===== src/rtl/eth_rx_pkt_buffer_if.sv =====
// Port bundle for eth_rx_pkt_buffer: ingress word stream, committed-word read side and drop statistics.
// The buffer uses the slave modport; the port/fabric side uses master.
interface eth_rx_pkt_buffer_if #(
    parameter int DATA_W = 32,
    parameter int DEPTH  = 64
);
    localparam int PW = $clog2(DEPTH) + 1;

    logic              i_valid;
    logic [DATA_W-1:0] i_data;
    logic              i_start;
    logic              i_end;
    logic              rd_en;
    logic [DATA_W+1:0] rd_data;
    logic              rd_empty;
    logic [PW-1:0]     pkt_count;
    logic              drop;
    logic [15:0]       drop_count;

    modport master (
        output i_valid, i_data, i_start, i_end, rd_en,
        input  rd_data, rd_empty, pkt_count, drop, drop_count
    );

    modport slave (
        input  i_valid, i_data, i_start, i_end, rd_en,
        output rd_data, rd_empty, pkt_count, drop, drop_count
    );
endinterface


===== src/rtl/eth_rx_pkt_buffer.sv =====
// Ethernet receive packet buffer: words are written tentatively and only committed on a clean end-of-packet.
// Define ETH_RX_STATS_EN to build the saturating 16-bit drop_count; otherwise drop_count is tied to 0.
module eth_rx_pkt_buffer #(
    parameter int DATA_W    = 32,
    parameter int DEPTH     = 64,
    parameter int MAX_WORDS = 32
) (
    input  logic                  clk,
    input  logic                  rst,
    eth_rx_pkt_buffer_if.slave    bus
);
    localparam int AW = $clog2(DEPTH);
    localparam int PW = AW + 1;

    typedef enum logic [1:0] {IDLE, RX, DROP} state_t;

    state_t            state_q, state_d;
    logic [PW-1:0]     rdPtr_q, rdPtr_d;
    logic [PW-1:0]     wrPtr_q, wrPtr_d;
    logic [PW-1:0]     tmpPtr_q, tmpPtr_d;
    logic [PW-1:0]     wordCnt_q, wordCnt_d;
    logic [PW-1:0]     pktCount_q, pktCount_d;
    logic              drop_q, drop_d;

    logic [DATA_W+1:0] mem [DEPTH];
    logic [DATA_W+1:0] headWord;
    logic [DATA_W+1:0] wrWord;
    logic              memWe;
    logic [PW-1:0]     memPtr;

    logic              full;
    logic              roomAtCommit;
    logic              rdEmpty;
    logic              pop;
    logic              popEnd;
    logic              commit;
    logic              truncDrop;
    logic              newDrop;
    logic [1:0]        dropInc;

    assign headWord     = mem[rdPtr_q[AW-1:0]];
    assign wrWord       = {bus.i_end, bus.i_start, bus.i_data};
    assign rdEmpty      = (rdPtr_q == wrPtr_q);
    assign full         = ((tmpPtr_q - rdPtr_q) == PW'(DEPTH));
    // A new start always restarts from the committed pointer, so its room check ignores tentative words.
    assign roomAtCommit = ((wrPtr_q - rdPtr_q) != PW'(DEPTH));
    assign pop          = bus.rd_en && !rdEmpty;
    assign popEnd       = pop && headWord[DATA_W+1];
    assign dropInc      = {truncDrop & newDrop, truncDrop ^ newDrop};

    always_comb begin
        state_d    = state_q;
        tmpPtr_d   = tmpPtr_q;
        wrPtr_d    = wrPtr_q;
        wordCnt_d  = wordCnt_q;
        memWe      = 1'b0;
        memPtr     = tmpPtr_q;
        commit     = 1'b0;
        truncDrop  = 1'b0;
        newDrop    = 1'b0;

        if (bus.i_valid) begin
            if (bus.i_start) begin
                truncDrop = (state_q == RX);
                tmpPtr_d  = wrPtr_q;
                if (roomAtCommit) begin
                    memWe     = 1'b1;
                    memPtr    = wrPtr_q;
                    wordCnt_d = PW'(1);
                    tmpPtr_d  = wrPtr_q + PW'(1);
                    if (bus.i_end) begin
                        wrPtr_d = wrPtr_q + PW'(1);
                        commit  = 1'b1;
                        state_d = IDLE;
                    end else begin
                        state_d = RX;
                    end
                end else begin
                    newDrop = 1'b1;
                    state_d = bus.i_end ? IDLE : DROP;
                end
            end else if (state_q == RX) begin
                if (full || (wordCnt_q == PW'(MAX_WORDS))) begin
                    tmpPtr_d = wrPtr_q;
                    newDrop  = 1'b1;
                    state_d  = bus.i_end ? IDLE : DROP;
                end else begin
                    memWe     = 1'b1;
                    memPtr    = tmpPtr_q;
                    tmpPtr_d  = tmpPtr_q + PW'(1);
                    wordCnt_d = wordCnt_q + PW'(1);
                    if (bus.i_end) begin
                        wrPtr_d = tmpPtr_q + PW'(1);
                        commit  = 1'b1;
                        state_d = IDLE;
                    end
                end
            end else if ((state_q == DROP) && bus.i_end) begin
                state_d = IDLE;
            end
        end

        rdPtr_d    = pop ? rdPtr_q + PW'(1) : rdPtr_q;
        pktCount_d = pktCount_q + PW'(commit) - PW'(popEnd);
        drop_d     = (dropInc != 2'd0);
    end

    always_ff @(posedge clk or posedge rst) begin
        if (rst) begin
            state_q    <= IDLE;
            rdPtr_q    <= '0;
            wrPtr_q    <= '0;
            tmpPtr_q   <= '0;
            wordCnt_q  <= '0;
            pktCount_q <= '0;
            drop_q     <= 1'b0;
        end else begin
            state_q    <= state_d;
            rdPtr_q    <= rdPtr_d;
            wrPtr_q    <= wrPtr_d;
            tmpPtr_q   <= tmpPtr_d;
            wordCnt_q  <= wordCnt_d;
            pktCount_q <= pktCount_d;
            drop_q     <= drop_d;
        end
    end

    always_ff @(posedge clk) begin
        if (memWe) begin
            mem[memPtr[AW-1:0]] <= wrWord;
        end
    end

`ifdef ETH_RX_STATS_EN
    logic [15:0] dropCount_q;
    logic [16:0] dropSum;

    assign dropSum = {1'b0, dropCount_q} + 17'(dropInc);

    always_ff @(posedge clk or posedge rst) begin
        if (rst) begin
            dropCount_q <= '0;
        end else if (dropInc != 2'd0) begin
            dropCount_q <= dropSum[16] ? 16'hFFFF : dropSum[15:0];
        end
    end

    assign bus.drop_count = dropCount_q;
`else
    assign bus.drop_count = 16'h0000;
`endif

    assign bus.rd_data   = headWord;
    assign bus.rd_empty  = rdEmpty;
    assign bus.pkt_count = pktCount_q;
    assign bus.drop      = drop_q;
endmodule

===== src/flat_wrapper.sv =====
// flat-port wrapper written by rule: the top's interface ports become plain ports
module eth_rx_pkt_buffer_flat 
#(
    parameter int DATA_W    = 32,
    parameter int DEPTH     = 64,
    parameter int MAX_WORDS = 32
)
  (clk, rst, bus_i_valid, bus_i_data, bus_i_start, bus_i_end, bus_rd_en, bus_rd_data, bus_rd_empty, bus_pkt_count, bus_drop, bus_drop_count);
  eth_rx_pkt_buffer_if #(.DATA_W(DATA_W), .DEPTH(DEPTH)) bus_i ();
  input  logic clk;
  input  logic rst;
  input wire logic [$bits(bus_i.i_valid)-1:0] bus_i_valid;
  input wire logic [$bits(bus_i.i_data)-1:0] bus_i_data;
  input wire logic [$bits(bus_i.i_start)-1:0] bus_i_start;
  input wire logic [$bits(bus_i.i_end)-1:0] bus_i_end;
  input wire logic [$bits(bus_i.rd_en)-1:0] bus_rd_en;
  output wire logic [$bits(bus_i.rd_data)-1:0] bus_rd_data;
  output wire logic [$bits(bus_i.rd_empty)-1:0] bus_rd_empty;
  output wire logic [$bits(bus_i.pkt_count)-1:0] bus_pkt_count;
  output wire logic [$bits(bus_i.drop)-1:0] bus_drop;
  output wire logic [$bits(bus_i.drop_count)-1:0] bus_drop_count;
  assign bus_i.i_valid = bus_i_valid;
  assign bus_i.i_data = bus_i_data;
  assign bus_i.i_start = bus_i_start;
  assign bus_i.i_end = bus_i_end;
  assign bus_i.rd_en = bus_rd_en;
  assign bus_rd_data = bus_i.rd_data;
  assign bus_rd_empty = bus_i.rd_empty;
  assign bus_pkt_count = bus_i.pkt_count;
  assign bus_drop = bus_i.drop;
  assign bus_drop_count = bus_i.drop_count;
  eth_rx_pkt_buffer #(.DATA_W(DATA_W), .DEPTH(DEPTH), .MAX_WORDS(MAX_WORDS)) u_core (.clk(clk), .rst(rst), .bus(bus_i));
endmodule

===== config.mk =====
export PLATFORM = sky130hd
export DESIGN_NAME = eth_rx_pkt_buffer_flat
export DESIGN_NICKNAME = d
export VERILOG_FILES = /design/src/rtl/eth_rx_pkt_buffer_if.sv /design/src/rtl/eth_rx_pkt_buffer.sv /design/src/flat_wrapper.sv
export SDC_FILE = /design/constraint.sdc
export NUM_CORES = 2
export LEC_CHECK = 0
export CAP_MARGIN = 20
export CORE_MARGIN = 2
export CORE_UTILIZATION = 55
export DETAILED_ROUTE_END_ITERATION = 12
export DONT_BUFFER_PORTS = 1
export HOLD_SLACK_MARGIN = 0.02
export PLACE_DENSITY = 0.68
export SETUP_SLACK_MARGIN = 0.3
export SLEW_MARGIN = 10
export SYNTH_ARGS = -nofsm -noshare
export SYNTH_HDL_FRONTEND = slang
export SYNTH_SLANG_ARGS = --single-unit

===== constraint.sdc =====
create_clock -name clk -period 6.9 [get_ports clk]
set_clock_uncertainty 0.15 [all_clocks]
set_input_delay 1.035 -clock clk [delete_from_list [all_inputs] [get_ports clk]]
set_output_delay 1.035 -clock clk [all_outputs]
set_load 0.01 [all_outputs]

==> metrics.txt <==
pin count of the biggest net entering global routing=123; sequential area share after synthesis=77.28%; Syn Inst Count=3525; final critical-path share of the clock period=87.73%; prevailing post-synth register cell=edfxtp_1; routed wire length=223900 um; Final nets=about 3700; area occupied by multi-input gates=approximately 19000 um2; number of global-route vias before repair=40120; Initial Utilization=55.55%; Yosys reg bits=2214; Slew @ Worst Pin=1111 ps; antenna violations before repair=19; Routed Antenna Nets=0; first-pass GRT wire length=312700 um; CTS H-tree depth=4; Final TNS setup=0 ps; Core ar.=154400 um2; Async SR Flop Fraction=1.716%; Die ar.=159100 um2; Crit Path Max Fanout=around 120; initial drt markers=5978; Max Cap Viol=0; Filler Cell Count=10010; crit-path max cell delay=780 ps; pins over their slew limit=0; most used cell, CP=mux4_2; status=finished clean; CTS tree=done; peak supply drop=460.5 uV; final hold vios=0; RSZ-0062 raised after global routing=false; IO Port Bufs=0; Post-Syn Area=85780 um2; share of layout cells above drive strength 1=31.56%; Worst EP arrival=roughly 4900 ps; Max Fclk=165.2 MHz; Final setup viols=0; Pre-antenna DRT Iters=6; most frequent cells in the layout=edfxtp_1 (2176), mux4_2 (714), clkbuf_16 (216), buf_4 (83), nor2_4 (56); Setup crit end kind=primary output; Bufs and invs on worst path=2; Crit path max-delay family=multiplexers; hpwl dp=121300 um; register area=about 66000 um2; Worst setup SP type=flop; postcts setup bufs=0; syn_area_per_cell=24.33 um2; CTS root buffer=clkbuf_16; slowest CP cell=buf_4; crit path kind=reg -> out; DR WL/cell=37.99 um; reg-to-reg slack, setup=1530 ps; worst-path cell chain=buf_12 -> buf_4 -> mux4_2 -> mux4_2 -> mux4_2; post-route minimum period=a little over 6000 ps; num rows=144; number of buffers inserted by hold repair at cts=0; Yosys Warn Count=0; Area Growth Syn to Fin=11.81%; Clock Latency Late Sink=slightly above 800 ps; Die X=398.9 um; Slew headroom=24.47%; total track usage=28.69%; clock slew at reported path FFs=60 ps; clk sinks=2214; total CTS buffers=211; worst path required time=5710 ps; worst-case clock buffer depth=3; Placed Instances=5500; LEAKAGE=29.50 nW; number of synthesized flops with an enable pin=around 2200; I/O pins=just under 100; commonest non-fill, non-tap cell in the layout=edfxtp_1; min-delay worst type=in -> async; vias per inst=6.886; Unique masters post-synth=66; P per Cell Area=398.5 nW/um2; DRC=0; Final GP Congestion=0.8573; fin cells=5893; die extent in y=398.9 um; via count=40580; GR Overflow Total=0; Gates resized, CTS repair=0
area by class of cell:
type                            instances  share of cell area, %
Antenna cell                            6                0.01566
Clock buffer                          258                  5.800
Sequential cell                      2214                  69.14
Clock inverter                        128                  1.110
Tap cell                             2044                  2.667
Multi-Input combinational cell       1096                  19.86
Timing Repair Buffer                  112                  1.263
Inverter                               35                 0.1448
worst reg2reg max path, delay by kind of cell (launching register included):
family / cells / cell delay [ps]
buffers and inverters: 2 / 920
AOI/OAI and AO/OA: 3 / 1680
and+or+nand+nor: 2 / 850
muxes: 1 / 660
adders and majority gates: 1 / 340
DFF: 1 / 450
synth_stat cells, drive strengths merged (18+ instances only):
cell	count	area, um2
nor2	77	289.0
a21oi	24	120.1
ha	24	300.3
buf	98	516.8
dfrtp	38	950.9
nand2	26	97.59
o21ai	18	90.08
edfxtp	2176	65340
mux4	714	16080
inv	34	127.6
clkbuf	97	364.1
report_power, final:
part | switching [mW] | total (mW) | internal (mW)
logic | 6.39 | 11.5 | 5.10
clock network | 4.87 | 11.2 | 6.30
registers | 0.368 | 15.6 | 15.2
total | 11.6 | 38.2 | 26.6
flip-flops by register name, indices dropped and copies added (netlist names):
signal                flops
u_core.tmpPtr_q           7
u_core.rdPtr_q            7
u_core.wordCnt_q          7
u_core.wrPtr_q            7
u_core.mem             2176
u_core.state_q            2
u_core.bus.drop           1
u_core.bus.pkt_count      7
worst paths after layout:
path / depth (start not counted) / endpoint / start
setup / recovery: 5 / bus_rd_data[30] / u_core.rdPtr_q[1]
hold / removal: 2 / u_core.bus.pkt_count[4] / rst
setup reg to reg: 9 / u_core.mem[45][0] / u_core.rdPtr_q[3]
hold reg to reg: 1 / u_core.rdPtr_q[5] / u_core.rdPtr_q[5]
max in group asynchronous: 2 / u_core.rdPtr_q[0] / rst
min in group clk: 0 / u_core.mem[43][7] / bus_i_data[7]
cells by family (layout without fill, tap and decap cells):
| group | after synthesis | count (layout) | share of synthesized area [%] |
|---|---|---|---|
| DFF | 2214 | 2214 | 77.28 |
| muxes | 733 | 733 | 18.98 |
| buffers and inverters | 230 | 533 | 1.180 |
| and+or+nand+nor | 196 | 196 | 1.123 |
| AOI/OAI and AO/OA | 103 | 103 | 0.8242 |
| adders and majority gates | 25 | 25 | 0.3734 |
| xor gates and xnor gates | 23 | 23 | 0.2348 |
| other | 1 | 22 | 0.004372 |
routing by layer:
metal  vias up  global-route usage (%)  routed length (um)
li1      15540                       -                   -
met1     22010                   40.71               82690
met2      2669                   44.65              107200
met3       355                   7.751               28220
met4         8                   8.012                5734
met5         -                       0                  61
metrics by stage:
step	hold slack (ps)	setup slack, ps	power [mW]	util [%]	area [um2]
2_1_floorplan	303.7	598.5	23.24	-	85840
3_3_place_gp	362.7	1539	27.11	57.79	89240
3_5_place_dp	377.8	1527	27.25	57.79	89240
4_1_cts	55.69	727.0	38.30	62.09	95860
5_1_grt	107.2	814.4	39.35	62.10	95890
6_report	81.93	846.5	38.22	62.11	95910
Power figures use the tool's default switching activity.
